==> src/rtl/param_add_accum_if.sv <==
// Operand/result handshake bundle for param_add_accum.
// master = producer/consumer side, slave = the arithmetic unit.
interface param_add_accum_if #(
  parameter int WIDTH     = 8,
  parameter int ACC_WIDTH = 16,
  parameter int CNT_WIDTH = 8
);
  logic                 in_valid;
  logic                 in_ready;
  logic [WIDTH-1:0]     a;
  logic [WIDTH-1:0]     b;
  logic [1:0]           op;
  logic                 sat;
  logic                 out_valid;
  logic                 out_ready;
  logic [WIDTH-1:0]     result;
  logic                 carry;
  logic                 ovf;
  logic [ACC_WIDTH-1:0] acc;
  logic                 acc_ovf;
  logic [CNT_WIDTH-1:0] op_count;

  modport master (
    output in_valid, a, b, op, sat, out_ready,
    input  in_ready, out_valid, result, carry, ovf, acc, acc_ovf, op_count
  );

  modport slave (
    input  in_valid, a, b, op, sat, out_ready,
    output in_ready, out_valid, result, carry, ovf, acc, acc_ovf, op_count
  );
endinterface

==> src/rtl/param_add_accum.sv <==
// Registered add/sub/accumulate unit with carry, signed overflow, saturation,
// a wide running accumulator and an accepted-operation counter.
module param_add_accum #(
  parameter int WIDTH     = 8,
  parameter int ACC_WIDTH = 16,
  parameter int CNT_WIDTH = 8
) (
  input logic              clk,
  input logic              rst,
  param_add_accum_if.slave bus
);
  typedef enum logic [1:0] {
    OP_ADD = 2'b00,
    OP_SUB = 2'b01,
    OP_ACC = 2'b10,
    OP_CLR = 2'b11
  } op_t;

  localparam int MSB = WIDTH - 1;

  logic                 out_valid_reg;
  logic [WIDTH-1:0]     result_reg, result_next;
  logic                 carry_reg, carry_next;
  logic                 ovf_reg, ovf_next;
  logic [ACC_WIDTH-1:0] acc_reg, acc_next;
  logic                 acc_ovf_reg, acc_ovf_next;
  logic [CNT_WIDTH-1:0] count_reg;

  logic                 in_ready;
  logic                 accept;
  logic [WIDTH:0]       sum;
  logic [WIDTH:0]       diff;
  logic [ACC_WIDTH:0]   acc_sum;
  op_t                  op_sel;

  assign op_sel   = op_t'(bus.op);
  assign in_ready = !out_valid_reg || bus.out_ready;
  assign accept   = bus.in_valid && in_ready;

  // Top bit of the one-bit-wider difference is the unsigned borrow (a < b).
  assign sum     = {1'b0, bus.a} + {1'b0, bus.b};
  assign diff    = {1'b0, bus.a} - {1'b0, bus.b};
  assign acc_sum = {1'b0, acc_reg} + {{(ACC_WIDTH - WIDTH + 1){1'b0}}, bus.a};

  always_comb begin
    result_next  = sum[MSB:0];
    carry_next   = 1'b0;
    ovf_next     = 1'b0;
    acc_next     = acc_reg;
    acc_ovf_next = acc_ovf_reg;
    case (op_sel)
      OP_ADD: begin
        carry_next  = sum[WIDTH];
        result_next = (bus.sat && sum[WIDTH]) ? '1 : sum[MSB:0];
        ovf_next    = (bus.a[MSB] == bus.b[MSB]) && (sum[MSB] != bus.a[MSB]);
      end
      OP_SUB: begin
        carry_next  = diff[WIDTH];
        result_next = (bus.sat && diff[WIDTH]) ? '0 : diff[MSB:0];
        ovf_next    = (bus.a[MSB] != bus.b[MSB]) && (diff[MSB] != bus.a[MSB]);
      end
      OP_ACC: begin
        carry_next   = acc_sum[ACC_WIDTH];
        acc_next     = (bus.sat && acc_sum[ACC_WIDTH]) ? '1 : acc_sum[ACC_WIDTH-1:0];
        acc_ovf_next = acc_ovf_reg || acc_sum[ACC_WIDTH];
        result_next  = acc_next[MSB:0];
      end
      OP_CLR: begin
        result_next  = '0;
        acc_next     = '0;
        acc_ovf_next = 1'b0;
      end
    endcase
  end

  always_ff @(posedge clk) begin
    if (rst) begin
      out_valid_reg <= 1'b0;
      result_reg    <= '0;
      carry_reg     <= 1'b0;
      ovf_reg       <= 1'b0;
      acc_reg       <= '0;
      acc_ovf_reg   <= 1'b0;
      count_reg     <= '0;
    end else begin
      // Accept wins over consume, so a simultaneous consume+accept keeps valid high.
      out_valid_reg <= accept || (out_valid_reg && !bus.out_ready);
      if (accept) begin
        result_reg  <= result_next;
        carry_reg   <= carry_next;
        ovf_reg     <= ovf_next;
        acc_reg     <= acc_next;
        acc_ovf_reg <= acc_ovf_next;
        count_reg   <= count_reg + CNT_WIDTH'(1);
      end
    end
  end

  assign bus.in_ready  = in_ready;
  assign bus.out_valid = out_valid_reg;
  assign bus.result    = result_reg;
  assign bus.carry     = carry_reg;
  assign bus.ovf       = ovf_reg;
  assign bus.acc       = acc_reg;
  assign bus.acc_ovf   = acc_ovf_reg;
  assign bus.op_count  = count_reg;
endmodule
==> src/flat_wrapper.sv <==
// flat-port wrapper written by rule: the top's interface ports become plain ports
module param_add_accum_flat 
#(
  parameter int WIDTH     = 8,
  parameter int ACC_WIDTH = 16,
  parameter int CNT_WIDTH = 8
)
  (clk, rst, bus_in_valid, bus_a, bus_b, bus_op, bus_sat, bus_out_ready, bus_in_ready, bus_out_valid, bus_result, bus_carry, bus_ovf, bus_acc, bus_acc_ovf, bus_op_count);
  param_add_accum_if #(.WIDTH(WIDTH), .ACC_WIDTH(ACC_WIDTH), .CNT_WIDTH(CNT_WIDTH)) bus_i ();
  input logic clk;
  input logic rst;
  input wire logic [$bits(bus_i.in_valid)-1:0] bus_in_valid;
  input wire logic [$bits(bus_i.a)-1:0] bus_a;
  input wire logic [$bits(bus_i.b)-1:0] bus_b;
  input wire logic [$bits(bus_i.op)-1:0] bus_op;
  input wire logic [$bits(bus_i.sat)-1:0] bus_sat;
  input wire logic [$bits(bus_i.out_ready)-1:0] bus_out_ready;
  output wire logic [$bits(bus_i.in_ready)-1:0] bus_in_ready;
  output wire logic [$bits(bus_i.out_valid)-1:0] bus_out_valid;
  output wire logic [$bits(bus_i.result)-1:0] bus_result;
  output wire logic [$bits(bus_i.carry)-1:0] bus_carry;
  output wire logic [$bits(bus_i.ovf)-1:0] bus_ovf;
  output wire logic [$bits(bus_i.acc)-1:0] bus_acc;
  output wire logic [$bits(bus_i.acc_ovf)-1:0] bus_acc_ovf;
  output wire logic [$bits(bus_i.op_count)-1:0] bus_op_count;
  assign bus_i.in_valid = bus_in_valid;
  assign bus_i.a = bus_a;
  assign bus_i.b = bus_b;
  assign bus_i.op = bus_op;
  assign bus_i.sat = bus_sat;
  assign bus_i.out_ready = bus_out_ready;
  assign bus_in_ready = bus_i.in_ready;
  assign bus_out_valid = bus_i.out_valid;
  assign bus_result = bus_i.result;
  assign bus_carry = bus_i.carry;
  assign bus_ovf = bus_i.ovf;
  assign bus_acc = bus_i.acc;
  assign bus_acc_ovf = bus_i.acc_ovf;
  assign bus_op_count = bus_i.op_count;
  param_add_accum #(.WIDTH(WIDTH), .ACC_WIDTH(ACC_WIDTH), .CNT_WIDTH(CNT_WIDTH)) u_core (.clk(clk), .rst(rst), .bus(bus_i));
endmodule
==> config.mk <==
export PLATFORM = sky130hd
export DESIGN_NAME = param_add_accum_flat
export DESIGN_NICKNAME = d
export VERILOG_FILES = /design/src/rtl/param_add_accum_if.sv /design/src/rtl/param_add_accum.sv /design/src/flat_wrapper.sv
export SDC_FILE = /design/constraint.sdc
export NUM_CORES = 1
export LEC_CHECK = 0
export ABC_AREA = 1
export ABC_CLOCK_PERIOD_IN_PS = 5500
export CAP_MARGIN = 20
export CORE_MARGIN = 10
export CORE_UTILIZATION = 40
export CTS_BUF_LIST = sky130_fd_sc_hd__clkbuf_8 sky130_fd_sc_hd__clkbuf_16
export DETAILED_ROUTE_END_ITERATION = 12
export MAX_ROUTING_LAYER = met4
export SLEW_MARGIN = 20
export SYNTH_ARGS = -nofsm -noshare
export SYNTH_HDL_FRONTEND = slang
export SYNTH_SLANG_ARGS = --single-unit
==> constraint.sdc <==
create_clock -name clk -period 5.5 [get_ports clk]
set_input_delay 1.1 -clock clk [delete_from_list [all_inputs] [get_ports clk]]
set_output_delay 1.1 -clock clk [all_outputs]
set_load 0.01 [all_outputs]
==> results.json, run 1 <==
{
  "highest_layer": "met4",
  "synth.distinct_cells": 38,
  "gp_congestion": 0.9175,
  "postCtsHoldBufs": 0,
  "period_minus_slack_ps": 3320,
  "crit_path_end_kind": "output pin",
  "ios": 60,
  "synth.top_cell.area_share_pct": 22.86,
  "timing.fmax_ghz": 0.3012,
  "maxCapViolations": 0,
  "yosysTopAreaCell": "dfxtp_1",
  "start_kind": "input pin",
  "rsz0062_at_grt": "no",
  "track_usage_pct": 16.29,
  "met1Wirelength_mm": 4.693,
  "clock_skew_ps": 12.55,
  "leakage_nw": 1.898,
  "die_area_sq_um": 11830,
  "die_h_um": 108.8,
  "numCtsBuffers": 5,
  "crit_type": "in2out",
  "tightest_slew_ps": 896.8,
  "wirelength_mm": 9.497,
  "coreArea_sq_um": 7687,
  "ys_ff_latch": 36,
  "fin_tns_setup_ps": 0,
  "cts_tree": "built",
  "path_clk_slew_ps": 80,
  "via_count": 3398,
  "powerDensity_nw_per_um2": 178.2,
  "nNetsFinal": 627,
  "synth_area_leaders": "dfxtp_1 23%, nand2_1 19%, ha_1 9.9%",
  "layout-drive-gt1-share_pct": 3.640,
  "clkSinkCount": 36,
  "slew_headroom_pct": 39.89,
  "critical-path-slowest-cell": "clkdlybuf4s50_1",
  "cp_cell_sequence": "clkdlybuf4s50_1 -> inv_1 -> nand2_1 -> clkdlybuf4s50_1",
  "drc": 0,
  "cts_max_level": 2,
  "synth-warning-count": 0,
  "drv_slew": 0,
  "finalSetupViolCount": 0,
  "wl_met2_mm": 4.088,
  "cts_root_buffer": "clkbuf_8",
  "antenna_found_initial": 0,
  "wl_per_cell_um": 13.99,
  "via_per_inst": 5.004,
  "ant_nets": 0,
  "period_share_pct": 60.36,
  "die_w_um": 108.8,
  "drtIter0Drc": 197,
  "cp_max_fo": 2,
  "hold_viol": 0,
  "cts_setup_buffers": 0,
  "syn_avg_cell_area_sq_um": 6.040,
  "syn_nets": 573,
  "area_growth_syn_to_layout_pct": 23.49,
  "antenna_cells": 0,
  "cpPeakStageDelay_ps": 540,
  "ys_seq_area_share_pct": 22.86,
  "rows": 32,
  "fin_util_pct": 50.65,
  "hpwlAfterDp_mm": 7.545,
  "initial_core_util_pct": 41.02,
  "grt-ovfl-total": 0,
  "wl_met3_um": 640,
  "vdd_drop_max_mv": 0.08295,
  "portBuffers": 59,
  "worstPathArrival_ps": 2220,
  "cp_num_buf_inv": 3,
  "clockBufferDepth": 2,
  "cts_resized": 0,
  "clk_latency_ps": 290,
  "first_pass_iters": 5,
  "largest_register_ffs": 16,
  "grt_pass1_wl_mm": 15.35,
  "status": "complete, no violations",
  "syn_inst": 522,
  "hold_path_class": "reg2reg",
  "grt_max_degree": 29,
  "crit_path_frequent_cell": "clkdlybuf4s50_1",
  "cp_top_family": "buffers and inverters",
  "syn_area_sq_um": 3153,
  "first_global_vias": 3109,
  "required_ps": 4400
}
[routing by layer]
layer,track usage [%],vias to the layer above
met5,-,-
li1,-,1779
met1,21.71,1521
met3,3.481,6
met4,2.448,0
met2,25.22,92
[layout make-up]
class / count / area [sq um]
sequential: 36 / 720.7
inverter: 82 / 307.8
tap: 102 / 127.6
fill: 809 / 3794
timing repair buffer: 61 / 605.6
clock buffer: 5 / 68.82
multi-input combinational: 390 / 2044
clock inverter: 3 / 18.77
[cells by family (layout without fill, tap and decap cells)]
family / count (synthesis) / after routing / synth area share, %
xor gates and xnor gates: 6 / 6 / 1.667
buffers and inverters: 96 / 151 / 12.30
AOI/OAI and AO/OA: 71 / 71 / 12.50
DFF: 36 / 36 / 22.86
adders and majority gates: 28 / 28 / 11.83
and+or+nand+nor: 285 / 285 / 38.85
[cells in the mapped netlist]
library cell and count:
or2_1 1, nand3_1 51, fa_1 3, nand2_2 5
clkbuf_1 2, a211oi_1 1, o21a_1 1, nand2_1 163
and2_1 1, nor3_2 1, dfxtp_1 36, nor3_1 4
nand3_4 1, buf_4 3, ha_1 25, nor4_1 1
and3_1 2, nand4_1 10, or2_0 1, xnor2_1 1
nor2_1 40, inv_1 82, clkbuf_2 1, xor2_1 5
o21ai_0 16, o21ai_2 1, o21bai_1 3, buf_1 1
o21ai_1 1, a31oi_1 2, o21ai_4 1, a21oi_1 42
nor2_2 1, nand3b_1 3, o211ai_1 2, a21oi_2 1
buf_6 1, buf_2 6
[report_power, final]
part           total, W  switching [W]  internal [W]  leakage (nW)
clock          0.000193       0.000104     0.0000885        0.0479
sequential     0.000279     0.00000787      0.000271         0.293
combinational  0.000222       0.000134     0.0000885          1.56
total          0.000694       0.000246      0.000448          1.90
[tightest hold or removal path, delay by kind of cell (launching register included)]
| kind | cells | cell delay, ps |
|---|---|---|
| compound gates | 1 | 60 |
| buf+inv | 1 | 50 |
| flops | 1 | 310 |
[metrics by stage]
stage	hold slack [ps]	total power, W	worst slack [ps]	instances	instance area [sq um]
final	466.0	0.0006938	2180	679	3894
after global routing	491.2	0.0007413	2104	679	3894
after CTS	470.7	0.0007002	2173	679	3894
after detailed placement	458.6	0.0005042	2039	671	3806
after global placement	450.4	0.0005036	2058	671	3806
after floorplan	481.6	0.0004251	2867	522	3153
[cell usage in the layout (no fill, tap or decap), types with 3 or more instances in the layout]
cell type,instances
nor2_1,40
xor2_1,5
nand3_1,51
clkdlybuf4s50_1,59
ha_1,25
clkbuf_8,5
fa_1,3
nand2_2,5
nor3_1,4
inv_1,82
o21bai_1,3
nand2_1,163
o21ai_0,16
nand4_1,10
nand3b_1,3
a21oi_1,42
dfxtp_1,36
[final timing paths]
kind | endpoint | slack (ps) | cells after the start | startpoint
worst max register to register | u_core.bus.result[7]$_SDFFE_PP0P_ | 3350 | 12 | u_core.bus.acc[0]$_SDFFE_PP0P_
worst min-delay path | u_core.bus.acc_ovf$_SDFFE_PP0P_ | 470 | 2 | u_core.bus.acc_ovf$_SDFFE_PP0P_
worst min register to register | u_core.bus.acc_ovf$_SDFFE_PP0P_ | 470 | 2 | u_core.bus.acc_ovf$_SDFFE_PP0P_
worst max-delay path | bus_in_ready | 2180 | 4 | bus_out_ready
Note: power is estimated with default switching activity, not from simulation.
==> inputs of run 2 (changes only) <==
--- a/config.mk
+++ b/config.mk
@@ -6,7 +6,7 @@
 export NUM_CORES = 1
 export LEC_CHECK = 0
 export ABC_AREA = 1
-export ABC_CLOCK_PERIOD_IN_PS = 5500
+export ABC_CLOCK_PERIOD_IN_PS = 3400
 export CAP_MARGIN = 20
 export CORE_MARGIN = 10
 export CORE_UTILIZATION = 40
==> constraint.sdc (replaced) <==
create_clock -name clk -period 3.4 [get_ports clk]
set_input_delay 0.68 -clock clk [delete_from_list [all_inputs] [get_ports clk]]
set_output_delay 0.68 -clock clk [all_outputs]
set_load 0.01 [all_outputs]
==> run 2 against run 1 <==
Final cell count grew 0.29%. Via count up 0.35%. Setup slack lost 1500 ps. Critical path depth is 9 higher. Worst hold slack lost 2.6 ps. Sequential share of layout area shrank 0.10 points. Wire length shrank 0.45%. Global-route usage grew 0.34 points. Combinational power rose by 63%. Cell area is 0.55% higher. Die area did not move.
==> results.json, run 2 (synthesis results as in run 1) <==
{
  "period_share_pct": 80.78,
  "die_area_sq_um": 11830,
  "cts_tree": "built",
  "drtIter0Drc": 230,
  "portBuffers": 59,
  "nNetsFinal": 629,
  "die_w_um": 108.8,
  "required_ps": 3590,
  "rsz0062_at_grt": "no",
  "busiest_layer": "met2",
  "ios": 60,
  "status": "complete, no violations",
  "grt-ovfl-total": 0,
  "powerDensity_nw_per_um2": 291.2,
  "cp_max_fo": 16,
  "period_minus_slack_ps": 2746,
  "hold_viol": 0,
  "clock_skew_ps": 6.433,
  "drc": 0,
  "cts_setup_buffers": 0,
  "clockBufferDepth": 2,
  "hpwlAfterDp_mm": 7.793,
  "die_h_um": 108.8,
  "final_cell_mix": "163 x nand2_1, 83 x inv_1, 59 x clkdlybuf4s50_1, 51 x nand3_1, 42 x a21oi_1",
  "crit_type": "in2reg",
  "postCtsHoldBufs": 0,
  "leakage_nw": 1.909,
  "rr_startpoint": "u_core.bus.acc[0]$_SDFFE_PP0P_",
  "final_common_cell": "nand2_1",
  "worstPathArrival_ps": 2940,
  "clkSinkCount": 36,
  "hold-worst-slack_ps": 463.3,
  "rows": 32,
  "vdd_drop_max_mv": 0.1196,
  "cts_max_level": 2,
  "grt.met3_usage_pct": 3.245,
  "antenna_found_initial": 0,
  "initial_core_util_pct": 41.02,
  "slew_headroom_pct": 63.93,
  "via_count": 3410,
  "path_clk_slew_ps": 80,
  "grt_util_met1_pct": 22.85,
  "first_pass_iters": 5,
  "tightest_slew_ps": 539.0,
  "maxCapViolations": 0,
  "wirelength_mm": 9.454,
  "numCtsBuffers": 5,
  "r2r_end": "u_core.bus.result[7]$_SDFFE_PP0P_",
  "clk_latency_ps": 290,
  "hold_path_class": "reg2reg",
  "critPathLaunch": "bus_a[0]",
  "grt_max_degree": 21,
  "cts_resized": 0,
  "regArea_sq_um": 720.7,
  "use_met2_pct": 23.97,
  "cts_root_buffer": "clkbuf_8",
  "drv_slew": 0,
  "multiInputGateArea_sq_um": 2044,
  "wl_per_cell_um": 13.88,
  "via_per_inst": 5.007,
  "area_growth_syn_to_layout_pct": 24.17,
  "filler_cell_count": 846,
  "timing.fmax_ghz": 0.3641,
  "cp-endpoint": "u_core.bus.result[7]$_SDFFE_PP0P_",
  "antenna_cells": 0,
  "ff2ff_setup_slack_ps": 1140,
  "fin_tns_setup_ps": 0,
  "crit_path_end_kind": "register",
  "first_global_vias": 3164,
  "layout-drive-gt1-share_pct": 3.800,
  "largest_register_ffs": 16,
  "track_usage_pct": 16.63,
  "grt_pass1_wl_mm": 15.57,
  "finalSetupViolCount": 0,
  "r2r_cells": 12,
  "start_kind": "input pin",
  "ant_nets": 0,
  "gp_congestion": 0.9346,
  "coreArea_sq_um": 7687
}
run 2: routing by layer:
metal | part of all wire, % | routed length, um
met1 | 49 | 4646
met2 | 42 | 3933
met3 | 7.4 | 704
met4 | 1.8 | 169
met5 | 0 | 0
run 2: final cells by class:
class	count	share of cell area [%]
tap	102	3.260
clock buffer	6	2.109
multi-input combinational	390	52.22
timing repair buffer	63	15.85
sequential	36	18.41
inverter	82	7.862
clock inverter	2	0.2876
run 2: how the worst min path moves through the flow:
stage                                             start                                   to  slack (ps)  cells after the start
floorplan               u_core.bus.acc_ovf$_SDFFE_PP0P_      u_core.bus.acc_ovf$_SDFFE_PP0P_         480                      2
global placement    u_core.bus.op_count[7]$_SDFFE_PP0P_  u_core.bus.op_count[7]$_SDFFE_PP0P_         450                      2
detailed placement  u_core.bus.op_count[7]$_SDFFE_PP0P_  u_core.bus.op_count[7]$_SDFFE_PP0P_         460                      2
CTS                 u_core.bus.op_count[7]$_SDFFE_PP0P_  u_core.bus.op_count[7]$_SDFFE_PP0P_         470                      2
global route          u_core.bus.result[5]$_SDFFE_PP0P_    u_core.bus.result[5]$_SDFFE_PP0P_         490                      2
finish              u_core.bus.op_count[7]$_SDFFE_PP0P_  u_core.bus.op_count[7]$_SDFFE_PP0P_         460                      2
run 2: report_power, final:
group / switching, W / internal (W)
clock network: 0.000166 / 0.000162
registers: 0.0000128 / 0.000438
logic: 0.000217 / 0.000144
total: 0.000396 / 0.000744
run 2: metrics by stage:
step	area [sq um]	setup WS (ps)	cells	util, %	total power (W)
after CTS	3915	654.5	681	50.93	0.001149
after detailed placement	3821	366.0	673	49.71	0.0008192
after global routing	3915	429.4	681	50.93	0.001223
after global placement	3821	362.5	673	49.71	0.0008201
final	3915	653.6	681	50.93	0.001140
after floorplan	3153	1187	522	-	0.0006877
run 2: worst max-delay path, cell delays in order:
cell and delay, ps:
clkdlybuf4s50_1 450, ha_1 270, fa_1 410, nand2_2 100, nand2_2 70, nand3_1 100, nand2_2 110, nand3_4 220
nand3_1 180, nand2_1 110, nand2_1 50, o21ai_0 130, inv_1 50
